File: src/rtl/lab2_proc_squash_fetch_buffer.sv
// ============================================================================
// lab2_proc_squash_fetch_buffer
//   Credit-gated imem fetch buffer that drops every response of a squashed fetch.
//   Revision: 1.0
// ============================================================================
`default_nettype none

module lab2_proc_squash_fetch_buffer #(
   parameter int p_msg_nbits   = 39,
   parameter int p_num_entries = 4,
   parameter bit p_bypass      = 1'b1
) (
   input  logic                                 clk,
   input  logic                                 reset,
   input  logic                                 squash,
   input  logic                                 req_val,
   output logic                                 req_rdy,
   output logic                                 mem_req_val,
   input  logic                                 mem_req_rdy,
   input  logic [p_msg_nbits-1:0]               istream_msg,
   input  logic                                 istream_val,
   output logic                                 istream_rdy,
   output logic [p_msg_nbits-1:0]               ostream_msg,
   output logic                                 ostream_val,
   input  logic                                 ostream_rdy,
   output logic [$clog2(p_num_entries+1)-1:0]   num_inflight,
   output logic [$clog2(p_num_entries+1)-1:0]   num_dropping
);

   localparam int c_cnt_w = $clog2(p_num_entries + 1);
   localparam int c_ptr_w = (p_num_entries > 1) ? $clog2(p_num_entries) : 1;

   logic [c_cnt_w-1:0]     r_inflight;
   logic [c_cnt_w-1:0]     r_drop_cnt;
   logic [c_cnt_w-1:0]     r_count;
   logic [c_ptr_w-1:0]     r_head;
   logic [c_ptr_w-1:0]     r_tail;
   logic [p_msg_nbits-1:0] r_mem [p_num_entries];

   logic [c_cnt_w:0]       w_occupancy;
   logic                   w_credit;
   logic                   w_req_fire;
   logic                   w_resp_fire;
   logic                   w_drop;
   logic                   w_bypass_en;
   logic                   w_bypass;
   logic                   w_enq;
   logic                   w_deq;

   // Pointers wrap at p_num_entries, which need not be a power of two.
   function automatic logic [c_ptr_w-1:0] f_ptr_inc(input logic [c_ptr_w-1:0] p);
      return (p == c_ptr_w'(p_num_entries - 1)) ? '0 : p + 1'b1;
   endfunction

   generate
      if (p_bypass) begin : g_bypass
         assign w_bypass_en = 1'b1;
      end else begin : g_no_bypass
         assign w_bypass_en = 1'b0;
      end
   endgenerate

   assign w_occupancy = {1'b0, r_inflight} + {1'b0, r_count};
   assign w_credit    = w_occupancy < (c_cnt_w + 1)'(p_num_entries);

   assign mem_req_val = !reset & req_val & w_credit;
   assign req_rdy     = !reset & mem_req_rdy & w_credit;
   assign istream_rdy = !reset;

   assign w_req_fire  = req_val & req_rdy;
   assign w_resp_fire = istream_val & !reset;
   assign w_drop      = squash | (r_drop_cnt != '0);
   assign w_bypass    = w_bypass_en & (r_count == '0) & ostream_rdy & !w_drop;
   assign w_enq       = w_resp_fire & !w_drop & !w_bypass;

   assign ostream_val = !reset & !squash &
                        ((r_count != '0) | (w_bypass_en & istream_val & (r_drop_cnt == '0)));
   assign ostream_msg = (r_count != '0) ? r_mem[r_head] : istream_msg;
   assign w_deq       = ostream_val & ostream_rdy & (r_count != '0);

   assign num_inflight = r_inflight;
   assign num_dropping = r_drop_cnt;

   always_ff @(posedge clk) begin
      if (reset) begin
         r_inflight <= '0;
         r_drop_cnt <= '0;
         r_count    <= '0;
         r_head     <= '0;
         r_tail     <= '0;
      end else begin
         r_inflight <= r_inflight + c_cnt_w'(w_req_fire) - c_cnt_w'(w_resp_fire);
         // A squash marks everything already in flight except a response landing now.
         if (squash) begin
            r_drop_cnt <= r_inflight - c_cnt_w'(w_resp_fire);
            r_count    <= '0;
            r_head     <= '0;
            r_tail     <= '0;
         end else begin
            r_drop_cnt <= r_drop_cnt - c_cnt_w'(w_resp_fire & (r_drop_cnt != '0));
            r_count    <= r_count + c_cnt_w'(w_enq) - c_cnt_w'(w_deq);
            if (w_enq) r_tail <= f_ptr_inc(r_tail);
            if (w_deq) r_head <= f_ptr_inc(r_head);
         end
      end
   end

   always_ff @(posedge clk) begin
      if (w_enq) r_mem[r_tail] <= istream_msg;
   end

   always_ff @(posedge clk) begin
      if (!reset && istream_val)
         assert (r_inflight != '0) else $error("imem response arrived with nothing in flight");
   end

endmodule

`default_nettype wire
File: config.mk
export PLATFORM = sky130hd
export DESIGN_NAME = lab2_proc_squash_fetch_buffer
export DESIGN_NICKNAME = d
export VERILOG_FILES = /design/src/rtl/lab2_proc_squash_fetch_buffer.sv
export SDC_FILE = /design/constraint.sdc
export NUM_CORES = 1
export LEC_CHECK = 0
export BUFFER_PORTS_ARGS = -buffer_cell sky130_fd_sc_hd__clkbuf_2
export CORE_ASPECT_RATIO = 0.75
export CORE_MARGIN = 1.5
export CORE_UTILIZATION = 30
export DETAILED_ROUTE_END_ITERATION = 10
export GPL_TIMING_DRIVEN = 0
export REMOVE_ABC_BUFFERS = 1
export SYNTH_ARGS = -nofsm -noshare
export SYNTH_HDL_FRONTEND = slang
export SYNTH_SLANG_ARGS = --single-unit
File: constraint.sdc
create_clock -name clk -period 4.7 [get_ports clk]
set_input_delay 0.47 -clock clk [delete_from_list [all_inputs] [get_ports clk]]
set_output_delay 0.47 -clock clk [all_outputs]
set_load 0.03 [all_outputs]
==> results.yml, run 1 <==
timing:
  fin_crit_sh_pct: 62.5
  finalMaxSlewViolations: 0
  layout_min_cycle_time_ns: 2.94
  maxSlewHeadroom_pct: 42.5
  finalSetupViolations: 0
  timing.fmax_ghz: 0.340
  finalClockSkew_ns: 0.00992
  finalHoldViolations: 0
  grt_setup_unrepaired: "false"
  whs_ns: 0.278
  least_margin_pin_slew_ns: 0.862
drt:
  starting_drc_count_in_detailed_routing: 125
  detailedRoute.firstPassIterationCount: 4
  routed-via-count: 3543
  drt-vias-per-instance: 4.64
  drt.antenna.violating_nets: 0
  drc_errors: 0
  routed_wl_um: 13300
  routedWlPerCell_um: 17.4
synthesis:
  main_combinational_cell_family_by_area_after_synthesis: "multiplexers"
  post_synth_top_flop: "edfxtp_1"
  ys_ff_latch: 171
  seq_area_frac_synth_pct: 71.7
  ys_warn_count: 0
  synth-edff-count: 156
  synth_compound_area_share_pct: 0.863
  synth_area_per_cell_um2: 20.3
  area_fraction_in_and_or_nand_and_nor_cells_after_synthesis_pct: 2.79
  synth_adder_area_share_pct: 3.27
  post_synth_mux_area_share_pct: 19.2
  number_of_distinct_library_cell_variants_in_the_gate_level_netlist_after_synthesis: 32
  netlist_area_mm2: 0.00696
  synthCells: 342
  async_flop_share_pct: 0
  synthXorXnorAreaFrac_pct: 0.629
worst_setup_path:
  timing.critical_path.to_type: "output pin"
  wp_data_required_ns: 4.23
  timing.critical_path.from_type: "flip-flop"
  timing.critical_path.arrival_ns: 2.47
  critical_path_class: "reg2out"
  cp_max_fo: 10
cts:
  clock_latency_late_sink_ns: 0.42
  cts.sinks: 171
  tritoncts.num_buffers: 17
  clk_root_buffer_cell: "clkbuf_16"
  tritoncts: "yes"
  ctsLongestPathBuffers: 2
  clk_pin_slew_ns: 0.07
  cts_resized: 0
  ctsHoldBuffers: 0
  cts_setup_buffers: 0
  cts_max_level: 4
grt:
  grt_pass1_vias: 3812
  grt_antenna_before_repair: 0
  remaining_global_route_overflow: 0
  maximum_number_of_pins_on_one_net_before_global_route_repair: 40
  first_pass_grt_wire_length_um: 21000
  gr-usage-all-layers_pct: 11.9
die:
  number_of_top_level_pins: 95
  die-area_mm2: 0.0241
  rows: 48
  die_y_um: 135
  chip_width_um: 179
  start_util_pct: 30.4
  fp.coreArea_mm2: 0.0229
finish:
  finish.net_count: 513
  final_layout_size_suffix_gt1_share_pct: 47.9
  diodes: 0
  post-route-cell-area_mm2: 0.00849
  area_delta_synth_final_pct: 22.0
hold_path:
  hold_path_class: "in2reg"
place:
  portBuffers: 94
  dp_hpwl_um: 8700
  place_congestion: 0.764
  dpl-instance-area_mm2: 0.00790
power:
  report.power.total_mw: 3.32
  power.density_cell_area_mw_per_mm2: 392
  power.leakage_nw: 2.93
  ir_drop_v: 0.000220
run:
  cap_violations: 0
status:
  status: "complete, no violations"
==> flip-flops by register name (all words and copies together) (netlist names), named ones only <==
signal	flops
r_mem	156
r_tail	2
num_dropping	3
r_count	3
num_inflight	3
r_head	2
==> layout by cell type, fill, tap and decap left out, types with 2 or more instances in the layout <==
master,count
edfxtp_1,156
clkbuf_2,94
mux4_2,39
mux2_2,39
clkbuf_16,17
ha_1,15
dfxtp_1,13
inv_1,11
nor2_1,8
nor2b_1,5
nand2_1,5
buf_12,5
and3_2,4
buf_6,4
a21oi_1,3
a211oi_1,3
xnor2_1,3
clkinv_4,3
clkinvlp_4,3
inv_6,3
and3_1,2
and2_1,2
mux2i_1,2
xor2_1,2
fa_1,2
bufinv_16,2
inv_8,2
==> cell families (layout without fill, tap and decap cells) <==
logic type                 after synthesis  in the layout
DFF                                    171            171
muxes                                   80             80
and+or+nand+nor                         35             35
buffers and inverters                   25            146
adders and majority gates               17             17
AOI/OAI and AO/OA                        9              9
xor gates and xnor gates                 5              5
==> where the power goes <==
group | leakage [nW] | switching (mW) | internal [mW] | total (mW)
logic | 1.12 | 0.149 | 0.0902 | 0.239
registers | 1.53 | 0.0164 | 1.67 | 1.69
clock network | 0.281 | 0.596 | 0.797 | 1.39
total | 2.93 | 0.761 | 2.56 | 3.32
==> layout make-up <==
class / instances / area [µm²]
Clock buffer: 18 / 429
Clock inverter: 14 / 163
Fill cell: 2132 / 14400
Inverter: 11 / 41.3
Multi-Input combinational cell: 146 / 1870
Sequential cell: 171 / 4990
Tap cell: 300 / 375
Timing Repair Buffer: 103 / 616
==> final timing paths <==
| path | start | to | slack (ns) | depth (start not counted) |
|---|---|---|---|---|
| max | r_count[2]$_SDFF_PP0_ | ostream_msg[29] | 1.76 | 5 |
| min | istream_msg[3] | r_mem[2][3]$_DFFE_PP_ | 0.28 | 1 |
| max reg2reg | num_dropping[1]$_SDFF_PP0_ | r_count[2]$_SDFF_PP0_ | 1.91 | 11 |
| min reg2reg | r_head[0]$_SDFFE_PP0N_ | flip-flop | 0.50 | 2 |
==> cells in the mapped netlist (3+ instances only) <==
master	n	area (µm²)
edfxtp_1	156	4680
nor2_1	8	30.0
buf_2	6	30.0
ha_1	15	188
clkbuf_1	5	18.8
a211oi_1	3	22.5
a21oi_1	3	15.0
mux4_2	39	878
dfxtp_1	15	300
xnor2_1	3	26.3
inv_1	11	41.3
and3_1	6	37.5
nand2_1	5	18.8
mux2_2	39	439
nor2b_1	5	31.3
==> through the flow <==
| step | setup WS [ns] | util (%) | cells | TNS (ns) |
|---|---|---|---|---|
| floorplan | 0.291 | - | 328 | 0 |
| global placement | -2.24 | 33.8 | 722 | -87.38 |
| detailed placement | 1.75 | 34.5 | 731 | 0 |
| CTS | 1.69 | 37.1 | 763 | 0 |
| global route | 1.59 | 37.1 | 763 | 0 |
| finish | 1.76 | 37.1 | 763 | 0 |
==> routing by layer <==
metal | global-route usage [%] | vias to the layer above | share of wire [%]
li1 | - | 1596 | -
met1 | 15.4 | 1864 | 45
met2 | 19.3 | 72 | 50
met3 | 3.04 | 11 | 4.0
met4 | 4.31 | 0 | 1.5
met5 | 0 | - | 0
==> worst max-delay path: stages, from the launching register on <==
cell,delay [ns]
dfxtp_1,0.36
nor3_2,0.71
buf_6,0.25
buf_6,0.18
mux2_2,0.35
clkbuf_2,0.18
(Power assumes the default switching activity.)
==> run 2: changes to the inputs <==
--- a/config.mk
+++ b/config.mk
@@ -5,6 +5,7 @@
 export SDC_FILE = /design/constraint.sdc
 export NUM_CORES = 1
 export LEC_CHECK = 0
+export ABC_AREA = 1
 export BUFFER_PORTS_ARGS = -buffer_cell sky130_fd_sc_hd__clkbuf_2
 export CORE_ASPECT_RATIO = 0.75
 export CORE_MARGIN = 1.5
==> constraint.sdc (replaced) <==
create_clock -name clk -period 2.95 [get_ports clk]
set_input_delay 0.295 -clock clk [delete_from_list [all_inputs] [get_ports clk]]
set_output_delay 0.295 -clock clk [all_outputs]
set_load 0.03 [all_outputs]
==> results.yml, run 2 <==
timing:
  layout_min_cycle_time_ns: 2.68
  least_margin_pin_slew_ns: 0.866
  finalSetupViolations: 0
  timing.fmax_ghz: 0.373
  grt_setup_unrepaired: "false"
  finalHoldViolations: 0
  setup_ws_ns: 0.269
  fin_crit_sh_pct: 90.9
  maxSlewHeadroom_pct: 42.3
  finalClockSkew_ns: 0.00891
  finalMaxSlewViolations: 0
cts:
  cts.sinks: 171
  clk_pin_slew_ns: 0.07
  cts_max_level: 4
  clock_latency_late_sink_ns: 0.42
  clk_root_buffer_cell: "clkbuf_16"
  tritoncts.num_buffers: 17
  ctsLongestPathBuffers: 2
  tritoncts: "yes"
worst_setup_path:
  critical_path_class: "reg2out"
  timing.critical_path.from_type: "flip-flop"
  timing.critical_path.to_type: "output pin"
  slowest_stage: "inv_4"
  cp_max_fo: 78
  cp_top_family: "buffers and inverters"
  wp_data_required_ns: 2.65
  cp_cell_sequence: "inv_4 -> nor2_1 -> nor2_1 -> nor2_1 -> a21oi_1 -> clkbuf_2"
  crit_buf_inv: 2
  regToRegSetupSlack_ns: 0.47
  cp_slowest_stage_delay_ns: 0.67
  timing.critical_path.mode_cell: "nor2_1"
  timing.critical_path.arrival_ns: 2.39
finish:
  final_layout_size_suffix_gt1_share_pct: 19.0
  final_cell_mix: "244 x nor2_1, 156 x edfxtp_1, 94 x clkbuf_2"
  finish.utilization_pct: 36.2
  finish.net_count: 809
  fill_cells: 2369
  layout_commonest_cell: "nor2_1"
  area_delta_synth_final_pct: 18.5
  largest_reg_flops: 156
  final_cell_count_no_fill: 1090
  max_flop_register: "r_mem"
  post-route-cell-area_mm2: 0.00868
  diodes: 0
synthesis:
  ys_warn_count: 0
  synth_common_cells: "248 x nor2_1, 156 x edfxtp_1, 55 x o21ai_0"
  netlist_area_mm2: 0.00732
  synth_area_per_cell_um2: 11.1
  synth_compound_area_share_pct: 8.90
  seq_area_frac_synth_pct: 68.1
  post_synth_mux_area_share_pct: 0
  synthXorXnorAreaFrac_pct: 0.479
  synth_largest_type_area_fraction_pct: 64.0
  async_flop_share_pct: 0
  synth-edff-count: 156
  synth_adder_area_share_pct: 3.11
  ys_ff_latch: 171
  main_combinational_cell_family_by_area_after_synthesis: "simple AND/OR/NAND/NOR gates"
  yosysTopAreaCell: "edfxtp_1"
  area_fraction_in_and_or_nand_and_nor_cells_after_synthesis_pct: 14.7
  number_of_distinct_library_cell_variants_in_the_gate_level_netlist_after_synthesis: 28
  post_synth_top_flop: "edfxtp_1"
  synth.most_common_cell: "nor2_1"
  yosys-top-cells-area: "edfxtp_1 64%, nor2_1 13%, dfxtp_1 4.1%"
  synthCells: 662
die:
  number_of_top_level_pins: 95
  die-area_mm2: 0.0254
  chip_width_um: 183
  rows: 49
  fp.coreArea_mm2: 0.0240
  die_y_um: 138
  start_util_pct: 30.5
hold_path:
  hold_path_class: "in2reg"
grt:
  maximum_number_of_pins_on_one_net_before_global_route_repair: 79
  gr-usage-all-layers_pct: 13.2
  remaining_global_route_overflow: 0
  grt_pass1_vias: 4623
  grt_antenna_before_repair: 1
  first_pass_grt_wire_length_um: 25500
drt:
  m1WireLength_um: 7880
  starting_drc_count_in_detailed_routing: 295
  detailedRoute.firstPassIterationCount: 4
  routed-via-count: 4719
  drt.antenna.violating_nets: 0
  drt-vias-per-instance: 4.33
  routed_wl_um: 16000
  drc_errors: 0
  dr_wl_met3_um: 796
  route.met2.wl_um: 7230
  routedWlPerCell_um: 14.7
  top_layer_used: "met5"
place:
  place_congestion: 0.772
  dp_slack_ns: 0.306
  dp_hpwl_um: 9050
  placed_cells_incl_taps: 1057
  portBuffers: 94
  dpl-instance-area_mm2: 0.00809
status:
  status: "complete, no violations"
run:
  cap_violations: 0
power:
  ir_drop_v: 0.000357
  report.power.total_mw: 5.20
  power.density_cell_area_mw_per_mm2: 599
  power.leakage_nw: 3.32
[run 2: area by class of cell]
cell class              count  area (µm²)  area share [%]
clock buffers              17         425            4.90
clock inverters            15         138            1.59
inverters                  28         113            1.30
multi-input cells         429        2020            23.3
flip-flops and latches    171        4990            57.5
well taps                 331         414            4.77
repair buffers             99         571            6.58
[run 2: cells by family (layout without fill, tap and decap cells)]
kind of cell    Yosys count  after routing
simple gates            279            279
flops                   171            171
compound gates          129            129
buf+inv                  62            159
fa+ha+maj                17             17
xor+xnor                  4              4
[run 2: final timing paths]
| kind | start | to | depth (start not counted) |
|---|---|---|---|
| setup reg to reg | num_inflight[2]$_SDFF_PP0_ | num_inflight[2]$_SDFF_PP0_ | 11 |
| hold / removal | istream_msg[14] | r_mem[3][14]$_DFFE_PP_ | 1 |
| hold reg to reg | r_head[1]$_SDFFE_PP0N_ | flip-flop | 2 |
| setup / recovery | flip-flop | ostream_msg[30] | 6 |
[run 2: layer usage]
metal / up-vias / global-route usage [%]
li1: 2426 / -
met5: - / 0
met4: 2 / 4.36
met2: 84 / 20.2
met1: 2203 / 18.1
met3: 4 / 3.48
[run 2: through the flow]
stage               setup TNS [ns]  hold slack (ns)
global route                     0           0.0959
detailed placement               0            0.500
finish                           0            0.107
floorplan                   -12.74            0.364
CTS                              0           0.0792
global placement           -324.09            0.492
[run 2: where the power goes]
group / internal [mW] / switching (mW)
logic: 0.115 / 0.258
clock network: 1.18 / 0.966
registers: 2.66 / 0.0185
[run 2: timing repair]
item / in CTS / in global routing
setup endpoints to repair: 39 / 7
buffers inserted: 1 / 0
pin swaps: 0 / 0
resized for setup: 1 / 1
hold buffers: 0 / 0
==> run 3: changes to the inputs <==
--- a/config.mk
+++ b/config.mk
@@ -8,10 +8,11 @@
 export ABC_AREA = 1
 export BUFFER_PORTS_ARGS = -buffer_cell sky130_fd_sc_hd__clkbuf_2
 export CORE_ASPECT_RATIO = 0.75
-export CORE_MARGIN = 1.5
-export CORE_UTILIZATION = 30
+export CORE_MARGIN = 5
+export CORE_UTILIZATION = 58
 export DETAILED_ROUTE_END_ITERATION = 10
 export GPL_TIMING_DRIVEN = 0
+export PLACE_DENSITY = 0.8
 export REMOVE_ABC_BUFFERS = 1
 export SYNTH_ARGS = -nofsm -noshare
 export SYNTH_HDL_FRONTEND = slang
==> results.yml, run 3 (synthesis results as in run 2) <==
status:
  status: "complete, no violations"
run:
  cap_violations: 0
finish:
  final_layout_size_suffix_gt1_share_pct: 19.1
  post-route-cell-area_mm2: 0.00858
  finish.net_count: 810
  layout_commonest_cell: "nor2_1"
  final_cell_mix: "244 x nor2_1, 156 x edfxtp_1, 94 x clkbuf_2"
  fill_cells: 870
  diodes: 0
  multiInputGateArea_mm2: 0.00202
  area_delta_synth_final_pct: 17.1
  max_flop_register: "r_mem"
  sequential_cell_area_in_the_final_layout_mm2: 0.00499
  largest_reg_flops: 156
drt:
  detailedRoute.firstPassIterationCount: 7
  routed_wl_um: 15300
  drt.antenna.violating_nets: 0
  routed-via-count: 4991
  starting_drc_count_in_detailed_routing: 378
  routedWlPerCell_um: 16.6
  drc_errors: 0
  drt-vias-per-instance: 5.40
worst_setup_path:
  critPathLaunch: "r_count[1]$_SDFF_PP0_"
  critical_path_class: "reg2out"
  wp_data_required_ns: 2.65
  timing.critical_path.from_type: "flip-flop"
  worstReg2RegStart: "num_dropping[1]$_SDFF_PP0_"
  regToRegSetupSlack_ns: 0.47
  timing.critical_path.arrival_ns: 2.49
  cp_max_fo: 43
  timing.critical_path.to_type: "output pin"
power:
  combinationalPowerShare_pct: 6.9
  p_sw_share_pct: 22.4
  report.power.total_mw: 5.43
  ir_drop_v: 0.000427
  power.sequential.fraction_pct: 49.4
  power.density_cell_area_mw_per_mm2: 633
  internal_power_mw: 4.22
  power.leakage_nw: 3.37
  power.switching_mw: 1.22
  clockPowerShare_pct: 43.7
grt:
  maximum_number_of_pins_on_one_net_before_global_route_repair: 79
  grt_pass1_vias: 4962
  first_pass_grt_wire_length_um: 24300
  grt_antenna_before_repair: 0
  gr-usage-all-layers_pct: 20.9
  remaining_global_route_overflow: 0
cts:
  cts_max_level: 4
  clk_pin_slew_ns: 0.06
  cts.sinks: 171
  cts_setup_buffers: 0
  ctsLongestPathBuffers: 2
  tritoncts: "yes"
  cts_resized: 2
  clk_root_buffer_cell: "clkbuf_16"
  ctsHoldBuffers: 0
  clock_latency_late_sink_ns: 0.42
  tritoncts.num_buffers: 17
die:
  rows: 35
  number_of_top_level_pins: 95
  die-area_mm2: 0.0150
  die_y_um: 107
  start_util_pct: 59.5
  fp.coreArea_mm2: 0.0123
  chip_width_um: 140
timing:
  least_margin_pin_slew_ns: 0.773
  maxSlewHeadroom_pct: 48.5
  finalMaxSlewViolations: 0
  timing.fmax_ghz: 0.359
  grt_setup_unrepaired: "false"
  finalHoldViolations: 0
  layout_min_cycle_time_ns: 2.78
  finalClockSkew_ns: 0.00842
  finalSetupViolations: 0
  fin_crit_sh_pct: 94.3
place:
  portBuffers: 94
  dpl-instance-area_mm2: 0.00793
  place_congestion: 0.768
  dp_hpwl_um: 8930
hold_path:
  hold_path_class: "in2reg"
  hold_path_startpoint: "istream_msg[32]"
run 3: worst max-delay path: stages (launching register included):
cell	delay (ns)
dfxtp_1	0.38
nor2_4	0.13
nand2_4	0.34
inv_4	0.55
nor2_1	0.12
a21oi_1	0.26
clkbuf_2	0.27
run 3: metrics by stage:
stage          setup TNS [ns]  cells  util, %  hold slack (ns)  setup WS (ns)
2_1_floorplan          -12.74    628        -            0.364        -0.0817
3_3_place_gp          -254.39    888     63.1            0.487          -1.38
3_5_place_dp                0    894     64.5            0.493          0.427
4_1_cts                     0    925     69.7           0.0872          0.126
5_1_grt                     0    925     69.7           0.0904         0.0284
6_report                    0    925     69.7            0.103          0.167
run 3: path summary, 6_finish.rpt:
check,to,depth (start not counted)
setup / recovery,ostream_msg[7],6
hold / removal,r_mem[1][32]$_DFFE_PP_,1
setup reg to reg,r_count[2]$_SDFF_PP0_,12
hold reg to reg,r_tail[1]$_SDFFE_PP0P_,2
run 3: area by class of cell:
| class | count | share of cell area [%] |
|---|---|---|
| Inverter | 28 | 1.34 |
| Timing Repair Buffer | 100 | 7.06 |
| Clock inverter | 14 | 2.45 |
| Sequential cell | 171 | 58.2 |
| Multi-Input combinational cell | 429 | 23.6 |
| Tap cell | 166 | 2.42 |
| Clock buffer | 17 | 4.96 |
run 3: power by group through the flow:
stage / Clock, mW / Combinational [mW] / Sequential [mW]
3_5_place_dp: 0 / 0.376 / 2.74
6_report: 2.37 / 0.376 / 2.68
4_1_cts: 2.41 / 0.379 / 2.68
2_1_floorplan: 0 / 0.203 / 2.76
3_3_place_gp: 0 / 0.357 / 2.74
5_1_grt: 2.51 / 0.415 / 2.68
run 3: routing by layer:
metal | GRT usage, % | up-vias | wire, µm
li1 | - | 2433 | -
met1 | 25.0 | 2379 | 6270
met2 | 36.8 | 158 | 7900
met4 | 6.57 | 0 | 196
met5 | 0 | - | 0
met3 | 6.26 | 21 | 974
